$ cat src/rtl/fir_shift_imem_pkg.sv
// Shared FIR constants: sample width, tap count and tap address width.
// The coefficient memory and the MAC datapath use the same package.
package fir_shift_imem_pkg;

  localparam int FIR_DATA_W = 16;
  localparam int FIR_TAPS   = 64;
  localparam int FIR_ADDR_W = 6;

endpackage : fir_shift_imem_pkg

$ cat src/rtl/fir_shift_imem_tap_mux.sv
// DEPTH:1 read mux over the tap array. It is kept as a separate module so
// synthesis can isolate and time the wide combinational select on its own.
module fir_shift_imem_tap_mux
  import fir_shift_imem_pkg::*;
#(
  parameter int DATA_W = FIR_DATA_W,
  parameter int DEPTH  = FIR_TAPS,
  parameter int ADDR_W = FIR_ADDR_W
) (
  input  logic [DATA_W-1:0] taps [DEPTH],
  input  logic [ADDR_W-1:0] sel,
  output logic [DATA_W-1:0] data_out
);

  // Pure combinational select; every sel value addresses a real tap.
  always_comb begin
    data_out = taps[sel];
  end

endmodule : fir_shift_imem_tap_mux

$ cat src/rtl/fir_shift_imem.sv
// Input sample memory for the 64-tap FIR. It is a tapped delay line that
// takes one new sample per clk edge (entry 0 = newest) and has an
// asynchronous, zero-latency read port for the MAC datapath.
// Samples are raw bit patterns. The block does no arithmetic and no sign
// handling.
module fir_shift_imem
  import fir_shift_imem_pkg::*;
#(
  parameter int DATA_W = FIR_DATA_W,
  parameter int DEPTH  = FIR_TAPS,
  parameter int ADDR_W = FIR_ADDR_W
) (
  input  logic              clk,
  input  logic              reset,
  input  logic [DATA_W-1:0] data_in,
  input  logic [ADDR_W-1:0] read_addr,
  output logic [DATA_W-1:0] data_out
);

  logic [DATA_W-1:0] imem [DEPTH];

  // Shift register: clear everything on reset, otherwise load the newest
  // sample at 0 and move each older one up by one entry. The old
  // imem[DEPTH-1] is discarded.
  always_ff @(posedge clk or negedge reset) begin
    if (!reset) begin
      for (int i = 0; i < DEPTH; i++) begin
        imem[i] <= '0;
      end
    end else begin
      imem[0] <= data_in;
      for (int i = 1; i < DEPTH; i++) begin
        imem[i] <= imem[i-1];
      end
    end
  end

  fir_shift_imem_tap_mux #(
    .DATA_W (DATA_W),
    .DEPTH  (DEPTH),
    .ADDR_W (ADDR_W)
  ) u_tap_mux (
    .taps     (imem),
    .sel      (read_addr),
    .data_out (data_out)
  );

endmodule : fir_shift_imem

$ cat config.mk
export PLATFORM = sky130hd
export DESIGN_NAME = fir_shift_imem
export DESIGN_NICKNAME = d
export VERILOG_FILES = /design/src/rtl/fir_shift_imem_pkg.sv /design/src/rtl/fir_shift_imem_tap_mux.sv /design/src/rtl/fir_shift_imem.sv
export SDC_FILE = /design/constraint.sdc
export NUM_CORES = 1
export LEC_CHECK = 0
export ABC_CLOCK_PERIOD_IN_PS = 4400
export CAP_MARGIN = 20
export CORE_MARGIN = 5
export CORE_UTILIZATION = 45
export DETAILED_ROUTE_END_ITERATION = 6
export GPL_ROUTABILITY_DRIVEN = 0
export PLACE_DENSITY = 0.61
export SLEW_MARGIN = 10
export SYNTH_ARGS = -nofsm -noshare
export SYNTH_HDL_FRONTEND = slang
export SYNTH_SLANG_ARGS = --single-unit
$ cat constraint.sdc
create_clock -name clk -period 4.4 [get_ports clk]
set_input_delay 0.88 -clock clk [delete_from_list [all_inputs] [get_ports clk]]
set_output_delay 0.88 -clock clk [all_outputs]
set_load 0.1 [all_outputs]
==> reports/metrics.yaml <==
clocking:
  root_buffer: "clkbuf_16"
  cts_sinks: 1024
  h-tree-depth: 3
  clock_path_buffers: 3
  cts_hold_buffers: 0
  clock_latency_ns: 0.66
  cts_setup_buffers: 0
  cts_buffers: 102
  tritoncts: "built"
  clkTransAtPathRegs_ns: 0.06
  cts_resized: 0
power:
  internal-power_uw: 16000
  p_sw_uw: 4590
  pwr-share-seq_pct: 48.6
  power.leakage_uw: 0.0176
  p_clk_share_pct: 45.0
  p_per_area_nw_per_um2: 516
  switching_share_pct: 22.3
  ir_worst_vdd_mv: 0.301
  p_comb_share_pct: 6.4
floorplan:
  dieArea_um2: 80900
  std_cell_rows: 100
  core_um2: 74600
  io_pins: 40
  start_util_pct: 45.4
  die_w_um: 284
  die_h_um: 284
sta:
  skew_ns: 0.0348
  slew_viol_final: 0
  clock.fmax_mhz: 249
  timing.final.hold_violations: 0
  worstMarginPinSlew_ns: 1.14
  rsz0062_at_grt: "no"
  finalSetupViolations: 0
  hold_ws_ns: 0.340
  maxSlewHeadroom_pct: 23.8
  finalCriticalPeriod_ns: 4.02
  finalSetupTns_ns: 0
  fin_crit_sh_pct: 91.3
route:
  ant_nets: 0
  drc: 0
  top_layer_used: "met4"
  routed_via_density: 5.48
  wirelength_um: 64400
  routed-wl-met2_um: 29300
  vias: 15818
  drt_iter0_drc: 1165
  met3_length_um: 2730
  wl_met1_um: 31100
  firstDrtPassIters: 4
  wire_per_inst_um: 22.3
critical_path:
  crit_top_cell: "buf_4"
  crit_required_ns: 3.52
  rrSetupSlack_ns: 3.83
  critPathArrivalTime_ns: 3.14
  critPathSlowestCell: "buf_4"
  path_delay_family: "buffers and inverters"
  start_kind: "primary input"
  rr_endpoint: "imem[482]"
  ff2ff_path_depth: 0
  crit_path_max_fanout: 34
  reg2reg_from: "imem[498]"
  critical_path_class: "primary input to output port"
  end_kind: "output port"
  worstPathCellList: "buf_8 > buf_4 > buf_4 > mux4_2 > a221o_1 > a21oi_1 > nor3_2 > buf_12"
  crit_buf_inv: 4
  max_stage_delay_ns: 0.39
finish:
  diodes: 0
  area_growth_pct: 17.7
  largest_register_ffs: 1024
  layout.cells.non_filler: 2888
  top_register: "imem"
  drive_gt1_share_pct: 29.4
  reg_top3: "imem x1024"
  nNetsFinal: 1858
synth:
  synth.avg_cell_area_um2: 20.0
  synth_flop_cell: "dfrtp_1"
  synth-async-reset-ratio_pct: 100
  syn-cell-area_um2: 33900
  ys_seq_elements: 1024
  yosysSeqAreaShare_pct: 75.7
  ys_types: 34
  yosys_warnings: 0
  synth-edff-count: 0
  syn-num-nets: 1716
  synth_cells: 1692
min_path:
  min_to: "imem[526]"
  worstHoldStart: "imem[542]"
  hold_depth: 0
  hp-class: "flop to flop"
outcome:
  status: "finished clean"
global_route:
  antenna_found_initial: 0
  grt_max_degree: 127
  grt_usage_pct: 16.6
  grt_pass1_wl_um: 107000
  grt.overflow.total: 0
  grt_pass1_vias: 17873
placed_design:
  place_hpwl_um: 39600
  io_buffers: 39
  place_inst: 2699
flow_run:
  drv_cap: 0
==> stage by stage <==
step / utilization, % / instance area (um2) / power [uW] / worst slack [ns]
2_1_floorplan: - / 34000 / 10900 / 0.228
3_3_place_gp: 48.6 / 36200 / 11500 / 0.311
3_5_place_dp: 48.6 / 36200 / 11500 / 0.317
4_1_cts: 53.5 / 39900 / 20800 / 0.316
5_1_grt: 53.5 / 39900 / 21400 / 0.175
6_report: 53.5 / 39900 / 20600 / 0.381
==> Yosys cell counts, types with 7 or more instances <==
master / number / area, um2
buf_1: 10 / 37.5
a22o_1: 11 / 96.3
clkbuf_1: 20 / 75.1
nand2_1: 53 / 199
nor3_1: 27 / 135
a21oi_1: 8 / 40.0
buf_4: 15 / 113
o22ai_1: 13 / 81.3
mux4_2: 240 / 5410
buf_6: 9 / 101
nand2b_1: 7 / 43.8
a211oi_1: 12 / 90.1
mux2_2: 30 / 338
a221oi_1: 7 / 61.3
dfrtp_1: 1024 / 25600
nand3_1: 18 / 90.1
a22oi_1: 30 / 225
mux2i_1: 47 / 470
nor2_1: 25 / 93.8
buf_2: 39 / 195
nor2b_1: 9 / 56.3
o2111ai_1: 9 / 78.8
==> metal layers <==
metal  vias up  track usage, %
met5         -               0
met4         0            4.21
met3       100            3.00
li1       6535               -
met1      8884            26.6
met2       299            23.8
==> kinds of logic (layout without fill, tap and decap cells) <==
kind of cell	after synthesis	in the layout	synth area share [%]
AOI/OAI and AO/OA	108	108	2.40
muxes	317	317	18.3
DFF	1024	1024	75.7
and+or+nand+nor	150	150	2.06
buffers and inverters	93	320	1.54
==> worst max path at each step <==
stage / cells past startpoint / end / startpoint / slack (ns)
6_report: 8 / data_out[1] / read_addr[1] / 0.38
5_1_grt: 8 / data_out[8] / read_addr[3] / 0.17
4_1_cts: 8 / data_out[8] / read_addr[3] / 0.32
3_5_place_dp: 8 / data_out[8] / read_addr[3] / 0.32
3_3_place_gp: 8 / data_out[8] / read_addr[3] / 0.31
2_1_floorplan: 10 / data_out[2] / read_addr[0] / 0.23
==> power groups by stage <==
stage	Sequential [uW]	Combinational (uW)	Clock, uW
after floorplan	10100	794	0
after global placement	10100	1340	0
after detailed placement	10200	1350	0
after CTS	10000	1360	9490
after global routing	10000	1440	9890
final	10000	1320	9270
==> layout make-up <==
| type | count | area, um2 |
|---|---|---|
| clock buffer | 144 | 2870 |
| clock inverter | 45 | 786 |
| fill | 5656 | 34700 |
| multi-input combinational | 575 | 7810 |
| sequential | 1024 | 25600 |
| tap | 969 | 1210 |
| timing repair buffer | 131 | 1580 |
==> cell usage in the layout (no fill, tap or decap), types with 4 or more instances in the layout <==
cell type        Yosys  final
o2111ai_1            9      9
nor3_1              27     11
clkdlybuf4s50_1      0     18
buf_12               0     42
a21oi_1              8      8
and4_1               4      4
bufinv_16            0     18
o31ai_1              4      4
nand2b_1             7      7
a221o_1              4      4
dfrtp_1           1024   1024
buf_4               15     66
clkbuf_8             0     16
nor3_2               0     16
mux2_2              30     30
mux2i_1             47     47
nand3_1             18     18
a22oi_1             30     30
nor2b_1              9      8
clkbuf_16            0    102
o22ai_1             13     13
clkinv_2             0     16
mux4_2             240    240
a22o_1              11     11
a211oi_1            12     12
nand2_1             53     53
buf_8                0      4
nor2_1              25     25
clkbuf_1            20     26
o21ai_0              4      4
a221oi_1             7      7
No activity file was read; power rests on OpenSTA's default activity.
